[config.mk]
export PLATFORM = sky130hd
export DESIGN_NAME = conv_sched
export DESIGN_NICKNAME = d
export VERILOG_FILES = /design/src/rtl/conv_sched.sv
export SDC_FILE = /design/constraint.sdc
export NUM_CORES = 1
export LEC_CHECK = 0
export CAP_MARGIN = 10
export CORE_MARGIN = 3
export CORE_UTILIZATION = 33
export DETAILED_ROUTE_END_ITERATION = 10
export HOLD_SLACK_MARGIN = 0.03
export PLACE_DENSITY = 0.58
export REMOVE_ABC_BUFFERS = 1
export SYNTH_ARGS = -nofsm -noshare
export SYNTH_HDL_FRONTEND = slang
export SYNTH_SLANG_ARGS = --single-unit
[constraint.sdc]
create_clock -name i_clk -period 6.1 [get_ports i_clk]
set_input_delay 1.22 -clock i_clk [delete_from_list [all_inputs] [get_ports i_clk]]
set_output_delay 1.22 -clock i_clk [all_outputs]
set_load 0.05 [all_outputs]
[src/rtl/conv_sched.sv]
// Kernel-load and raster-tracking controller that sequences one conv_block.
// Loads a KxK kernel serially into shadow registers, then flags complete line-buffer windows.
module conv_sched #(
  parameter int NBIT        = 8,
  parameter int KERNEL_SIZE = 3,
  parameter int IMG_W       = 640,
  parameter int IMG_H       = 480
) (
  input  logic                                                 i_clk,
  input  logic                                                 i_rst,
  input  logic [NBIT-1:0]                                      i_coef,
  input  logic                                                 i_coef_valid,
  output logic                                                 o_coef_ready,
  output logic [KERNEL_SIZE-1:0][KERNEL_SIZE-1:0][NBIT-1:0]    o_kernel,
  output logic                                                 o_kernel_valid,
  input  logic                                                 i_pix_valid,
  output logic                                                 o_pix_ready,
  output logic                                                 o_win_valid,
  output logic [$clog2(IMG_H)-1:0]                             o_row,
  output logic [$clog2(IMG_W)-1:0]                             o_col,
  output logic                                                 o_frame_done,
  output logic                                                 o_busy
);

  localparam int KK    = KERNEL_SIZE * KERNEL_SIZE;
  localparam int IDX_W = (KK > 1) ? $clog2(KK) : 1;
  localparam int ROW_W = $clog2(IMG_H);
  localparam int COL_W = $clog2(IMG_W);

  typedef enum logic [1:0] {IDLE, LOAD, COMMIT, RUN} state_e;

  state_e                     state_q, state_d;
  logic [IDX_W-1:0]           idx_q, idx_d;
  logic [ROW_W-1:0]           row_q, row_d;
  logic [COL_W-1:0]           col_q, col_d;
  logic [KK-1:0][NBIT-1:0]    kernel_q, kernel_d;
  logic                       win_q, win_d;
  logic                       done_q, done_d;

  logic coef_acc, pix_acc, at_origin, last_col, last_row;

  // NOTE: combinational blocks use blocking '=' and assign every target a default first,
  // so no path leaves a signal unassigned and no latch is inferred.
  always_comb begin
    state_d      = state_q;
    idx_d        = idx_q;
    row_d        = row_q;
    col_d        = col_q;
    kernel_d     = kernel_q;
    win_d        = 1'b0;
    done_d       = 1'b0;
    o_coef_ready = 1'b0;

    at_origin = (row_q == '0) && (col_q == '0);
    last_col  = (col_q == COL_W'(IMG_W - 1));
    last_row  = (row_q == ROW_W'(IMG_H - 1));

    case (state_q)
      IDLE, LOAD: o_coef_ready = 1'b1;
      RUN:        o_coef_ready = at_origin;
      default:    o_coef_ready = 1'b0;
    endcase

    // A coefficient at the frame boundary takes priority and stalls the pixel.
    coef_acc    = i_coef_valid && o_coef_ready;
    o_pix_ready = (state_q == RUN) && !coef_acc;
    pix_acc     = i_pix_valid && o_pix_ready;

    if (state_q == COMMIT) state_d = RUN;

    if (coef_acc) begin
      kernel_d[idx_q] = i_coef;
      if (idx_q == IDX_W'(KK - 1)) begin
        idx_d   = '0;
        state_d = COMMIT;
      end else begin
        idx_d   = idx_q + 1'b1;
        state_d = LOAD;
      end
    end

    if (pix_acc) begin
      win_d  = (row_q >= ROW_W'(KERNEL_SIZE - 1)) && (col_q >= COL_W'(KERNEL_SIZE - 1));
      done_d = last_row && last_col;
      if (last_col) begin
        col_d = '0;
        row_d = last_row ? '0 : row_q + 1'b1;
      end else begin
        col_d = col_q + 1'b1;
      end
    end
  end

  // NOTE: the shadow kernel is a register bank, not a RAM, and is cleared by reset so
  // conv_block never sees stale coefficients after a reset.
  always_ff @(posedge i_clk or posedge i_rst) begin
    if (i_rst) begin
      state_q  <= IDLE;
      idx_q    <= '0;
      row_q    <= '0;
      col_q    <= '0;
      kernel_q <= '0;
      win_q    <= 1'b0;
      done_q   <= 1'b0;
    end else begin
      state_q  <= state_d;
      idx_q    <= idx_d;
      row_q    <= row_d;
      col_q    <= col_d;
      kernel_q <= kernel_d;
      win_q    <= win_d;
      done_q   <= done_d;
    end
  end

  assign o_kernel       = kernel_q;
  assign o_kernel_valid = (state_q == COMMIT);
  assign o_win_valid    = win_q;
  assign o_frame_done   = done_q;
  assign o_row          = row_q;
  assign o_col          = col_q;
  assign o_busy         = (state_q == LOAD) || (state_q == COMMIT);

endmodule

==> results of run 1 <==
[routing by layer]
metal  global-route usage (%)  vias to the layer above  routed length, um
met2                    24.18                       76               4945
met3                    4.289                       13                644
met4                    5.882                        0                176
met5                        0                        -                  0
met1                    19.68                     1485               4681
li1                         -                     1420                  -
[sequential cells by signal (all words and copies together) (netlist names)]
name          cells
idx_q             4
o_col            10
o_frame_done      1
o_kernel         72
o_row             9
o_win_valid       1
state_q           2
[power by group through the flow]
stage	combinational, mW	sequential [mW]	clock [mW]
after floorplan	0.535	1.89	0
after global placement	2.00	1.09	0
after detailed placement	2.01	1.10	0
after CTS	2.02	1.09	0.588
after global routing	2.10	1.13	0.616
final	2.00	1.09	0.567
[cell usage in the layout (no fill, tap or decap), types with 2 or more instances in the layout]
cell and n:
nand3_1 15, a21boi_0 2, mux2_4 7, nor3_1 7, o31a_1 2, o21ai_0 14
nand4b_2 4, clkbuf_16 9, xor2_1 5, nand4_1 2, dfrtp_1 99, buf_4 3
nor4_2 3, ha_1 14, nand2_1 12, nand4_2 4, inv_1 14, clkdlybuf4s50_1 108
o31ai_1 8, nor2b_1 2, mux2_2 67, nand2b_1 4, clkbuf_1 2, nor4_1 3
nor2_1 10, or4_1 2, or3_1 4
[synth_stat cells, drive strengths merged]
cell type and instances:
dfrtp 99, nand3 15, or3 5, xor2 5, mux2i 1, o31ai 9
nand2b 4, or2 1, or3b 1, a31oi 1, inv 15, nand3b 1
o21ai 14, nand4 6, o41ai 1, o21a 2, o211ai 1, o31a 2
and2 1, clkbuf 4, buf 4, ha 14, nand2 12, a21boi 2
or4 2, o211a 1, xnor2 1, mux2 74, nor2 10, and3 1
nor4 6, nor3 8, nand4b 4, nor2b 2
[critical path, delay by kind of cell]
family	cells	cell delay (ps)
simple gates	3	580
buf+inv	2	1220
[worst max path at each step]
stage	endpoint	slack, ps	cells after the start
4_1_cts	o_pix_ready	1850	5
3_3_place_gp	o_pix_ready	1900	5
5_1_grt	o_pix_ready	1700	5
3_5_place_dp	o_pix_ready	1850	5
2_1_floorplan	idx_q[0]$_DFFE_PP0P_	2290	1
6_report	o_pix_ready	1860	5
[layout make-up]
class / count / area, um^2 / share of cell area, %
inverters: 15 / 58.81 / 0.9841
clock inverters: 3 / 47.55 / 0.7956
multi-input cells: 207 / 1827 / 30.57
well taps: 172 / 215.2 / 3.601
clock buffers: 12 / 246.5 / 4.125
repair buffers: 111 / 1104 / 18.47
flip-flops and latches: 99 / 2477 / 41.46
[cell families after synthesis]
group,Yosys count
adders and majority gates,14
muxes,75
xor gates and xnor gates,6
AOI/OAI and AO/OA,33
DFF,99
buffers and inverters,23
and+or+nand+nor,79
[metrics by stage]
stage / worst slack, ps / power (mW) / hold WS [ps] / std cells
2_1_floorplan: 2290 / 2.422 / 522.3 / 321
3_3_place_gp: 1896 / 3.088 / 487.5 / 604
3_5_place_dp: 1850 / 3.116 / 493.0 / 604
4_1_cts: 1850 / 3.700 / 508.3 / 619
5_1_grt: 1701 / 3.846 / 525.4 / 619
6_report: 1859 / 3.654 / 504.2 / 619
==> results.toml, run 1 <==
[outcome]
status = "finished clean"

[synth]
synth-xor-area-share_pct = 1.194
synth-simple-area-share_pct = 11.48
synth-seq-cells = 99
synth_top_family_by_area = "multiplexers"
synth.top_cell.area_share_pct = 56.28
synthAdderAreaFrac_pct = 3.980
muxShareOfSynthArea_pct = 19.76
synth_area_per_cell_um2 = 13.38
ys_seq_area_share_pct = 56.28
yosysTopAreaCell = "dfrtp_1"
syn-cell-area_mm2 = 0.004402
synth_cell_types = 42
synth_compound_area_share_pct = 5.088
ys_warn_count = 0
synth.area.top_cells = "dfrtp_1 56%, mux2_2 17%, ha_1 4.0%, mux2_4 2.4%, nand3_1 1.7%"
syn_inst = 329

[clocking]
cts_made_buffers = 9
clk_pin_slew_ps = 60
cts_tree = "built"
cts_buffer_depth = 2
clock-sinks = 99
clock_latency_ps = 340
h-tree-depth = 3
cts-root-buf = "clkbuf_16"
cts_resized = 0
postCtsHoldBufs = 0
cts_setup_buffers = 0

[power]
power.internal_mw = 1.955
power_density_mw_per_mm2 = 611.4
p_clk_share_pct = 15.5
p_leak_nw = 2.647
p_comb_share_pct = 54.7
irDropWorstVdd_mv = 0.3113
switching_share_pct = 46.48
p_switching_mw = 1.698
seq_power_share_pct = 29.8

[grt]
grt_pass1_wl_um = 17360
grt_pass1_vias = 3155
antenna_found_initial = 0
grt.overflow.total = 0
grtUsageTotal_pct = 15.21
grt_start_max_net_pins = 54

[worst_setup_path]
r2r-end = "o_kernel[14]$_DFFE_PP0P_"
start_kind = "primary input"
slowest_delay_ps = 810
critPathLaunch = "i_coef_valid"
worstPathArrival_ps = 3020
worst_path_max_delay_cell = "clkdlybuf4s50_1"
crit_path_end_kind = "output port"
rr_startpoint = "state_q[0]$_DFFE_PP0P_"
crit_top_cell = "clkdlybuf4s50_1"
worstSetupPathType = "in -> out"
reg2reg_slack_ps = 3440
r2r_cells = 6
cp.required_ps = 4880
cp_max_fo = 10
crit_chain = "clkdlybuf4s50_1 -> nand2b_1 -> nor2_1 -> nor2b_1 -> clkdlybuf4s50_1"

[placed_design]
gp_congestion = 0.8072
port_buffers = 108
dpl.hpwl_um = 7530
postPlaceCellArea_mm2 = 0.005682

[floorplan]
die_w_um = 121.5
start_util_pct = 34.32
fp-row-count = 41
io_pins = 109
dieArea_mm2 = 0.01476
die-height_um = 121.5
fp.coreArea_mm2 = 0.01282

[sta]
layout_min_cycle_time_ps = 4241
rsz0062_at_grt = "false"
fin_crit_sh_pct = 69.53
hold_violations = 0
worstMarginPinSlew_ps = 752.2
max_freq_mhz = 235.8
setup-violations-final = 0
slew_headroom_pct = 49.67
skew_ps = 8.838
fin_tns_setup_ps = 0
maxSlewViolCount = 0

[cells_and_area]
synthToLayoutAreaGrowth_pct = 35.76
fin_nets = 469
nFillCells = 1187
n_antenna_cell = 0
post-route-util_pct = 46.60
post-route-cell-area_mm2 = 0.005976
layout-drive-gt1-share_pct = 24.16

[detailed_routing]
via_count = 2994
viasPerCell = 4.837
drc = 0
routedWlPerCell_um = 16.88
wl_um = 10450
postRouteAntennaNets = 0
first_pass_iters = 4
drt_iter0_drc = 112

[min_path]
hp-start = "o_kernel[54]$_DFFE_PP0P_"
worst_hold_path.endpoint = "o_kernel[54]$_DFFE_PP0P_"
hold_path_depth = 1
hold_path_class = "reg -> reg"

[job]
cap_violations = 0
Power figures use the tool's default switching activity.
==> inputs of run 2 (changes only) <==
PLACE_DENSITY = 0.6   (was 0.58)
clock period = 3.8 ns   (was 6.1 ns; I/O delays follow)
==> results.toml, run 2 (same netlist as run 1, synthesis figures left out) <==
[clocking]
cts_made_buffers = 9
cts_tree = "built"
cts-root-buf = "clkbuf_16"
cts_setup_buffers = 0
h-tree-depth = 3
cts_resized = 0
clk_pin_slew_ps = 70
clock-sinks = 99
cts_buffer_depth = 2
clock_latency_ps = 350
postCtsHoldBufs = 0

[cells_and_area]
largest_reg_flops = 72
synthToLayoutAreaGrowth_pct = 36.95
layout_commonest_cell = "clkdlybuf4s50_1"
fin_nets = 470
post-route-util_pct = 47.00
final_cell_mix = "108 x clkdlybuf4s50_1, 99 x dfrtp_1, 67 x mux2_2"
layout-drive-gt1-share_pct = 24.94
nFillCells = 1177
n_antenna_cell = 0

[power]
power.total_mw = 5.952
p_leak_nw = 2.676
power_density_mw_per_mm2 = 987.4
irDropWorstVdd_mv = 0.3707

[grt]
grt.overflow.total = 0
grt_pass1_wl_um = 16740
antenna_found_initial = 0
grt_pass1_vias = 3028
grtUsageTotal_pct = 14.80
grt_start_max_net_pins = 98

[worst_setup_path]
worstPathArrival_ps = 2680
crit_chain = "nor4_2 -> nand3_1 -> o21a_2 -> nor2_1 -> nor2b_1 -> clkdlybuf4s50_1"
path_delay_family = "simple AND/OR/NAND/NOR gates"
worstSetupPathType = "reg -> out"
slowest_delay_ps = 710
cp_max_fo = 8
path_buf_inv = 1
cp.required_ps = 3040
crit_path_end_kind = "output port"
start_kind = "flop"
worst_path_max_delay_cell = "clkdlybuf4s50_1"

[detailed_routing]
first_pass_iters = 4
postRouteAntennaNets = 0
wl_um = 10460
viasPerCell = 4.826
drc = 0
drt_iter0_drc = 113
via_count = 2997
routedWlPerCell_um = 16.85

[sta]
slew_headroom_pct = 62.94
skew_ps = 8.708
setup-violations-final = 0
fin_tns_setup_ps = 0
max_freq_mhz = 290.6
layout_min_cycle_time_ps = 3441
worstMarginPinSlew_ps = 554.2
fin_hold_ws_ps = 506.2
maxSlewViolCount = 0
hold_violations = 0
fin_crit_sh_pct = 90.55
rsz0062_at_grt = "false"

[floorplan]
start_util_pct = 34.32
die-height_um = 121.5
fp-row-count = 41
io_pins = 109
dieArea_mm2 = 0.01476
die_w_um = 121.5
fp.coreArea_mm2 = 0.01282

[job]
cap_violations = 0

[min_path]
hold_path_class = "reg -> reg"

[placed_design]
port_buffers = 108
dpl.hpwl_um = 7513
gp_congestion = 0.7965

[outcome]
status = "finished clean"
==> run 2: cell count changes in the layout (fill, tap and decap cells not counted), sizes merged <==
cell	change
clkbuf	-2
clkinv	+2
buf	+1
bufinv	+1
==> run 2: per-layer routing <==
| metal | up-vias | wire (um) | part of all wire, % | track usage (%) |
|---|---|---|---|---|
| met3 | 11 | 503 | 4.8 | 4.942 |
| met5 | - | 0 | 0 | 0 |
| met4 | 0 | 114 | 1.1 | 3.782 |
| met1 | 1508 | 4595 | 44 | 18.77 |
| li1 | 1412 | - | - | - |
| met2 | 66 | 5247 | 50 | 24.35 |
==> run 2: final timing paths <==
| check | startpoint | to | slack (ps) | cells past startpoint |
|---|---|---|---|---|
| min in group asynchronous | i_rst | o_kernel[34]$_DFFE_PP0P_ | 630 | 2 |
| worst min-delay path | o_kernel[62]$_DFFE_PP0P_ | o_kernel[62]$_DFFE_PP0P_ | 510 | 1 |
| worst min register to register | o_kernel[62]$_DFFE_PP0P_ | o_kernel[62]$_DFFE_PP0P_ | 510 | 1 |
| worst max-delay path | o_col[7]$_DFFE_PP0P_ | o_pix_ready | 360 | 6 |
| max in group asynchronous | i_rst | o_kernel[55]$_DFFE_PP0P_ | 2490 | 3 |
| worst max register to register | state_q[0]$_DFFE_PP0P_ | o_row[1]$_DFFE_PP0P_ | 1340 | 8 |
==> run 2: cell type report <==
cell class	count	area [um^2]	area share [%]
Sequential cell	99	2477	41.10
Multi-Input combinational cell	207	1827	30.30
Timing Repair Buffer	112	1124	18.64
Clock buffer	10	239.0	3.964
Tap cell	172	215.2	3.570
Clock inverter	6	87.58	1.453
Inverter	15	58.81	0.9755
==> run 2: stage by stage <==
stage / instance area, um^2 / setup WS (ps) / std cells
2_1_floorplan: 4360 / 449.6 / 321
6_report: 6028 / 359.1 / 621
4_1_cts: 6028 / 322.6 / 621
3_5_place_dp: 5702 / 494.9 / 605
5_1_grt: 6028 / 149.6 / 621
3_3_place_gp: 5702 / 514.6 / 605
==> run 2: where the power goes <==
part           switching [mW]  internal [mW]  leakage (nW)
logic                    2.05           1.16          1.27
clock network           0.402          0.596         0.163
registers               0.282           1.46          1.24
total                    2.74           3.21          2.68
==> run 2: worst reg2reg max path, cell delays in order, from the launching register on <==
cell and delay [ps]:
dfrtp_1 400, inv_1 80, ha_1 260, nand2b_1 310
o211a_1 290, o31ai_2 60, buf_4 300, nand2b_1 280
mux2_2 370
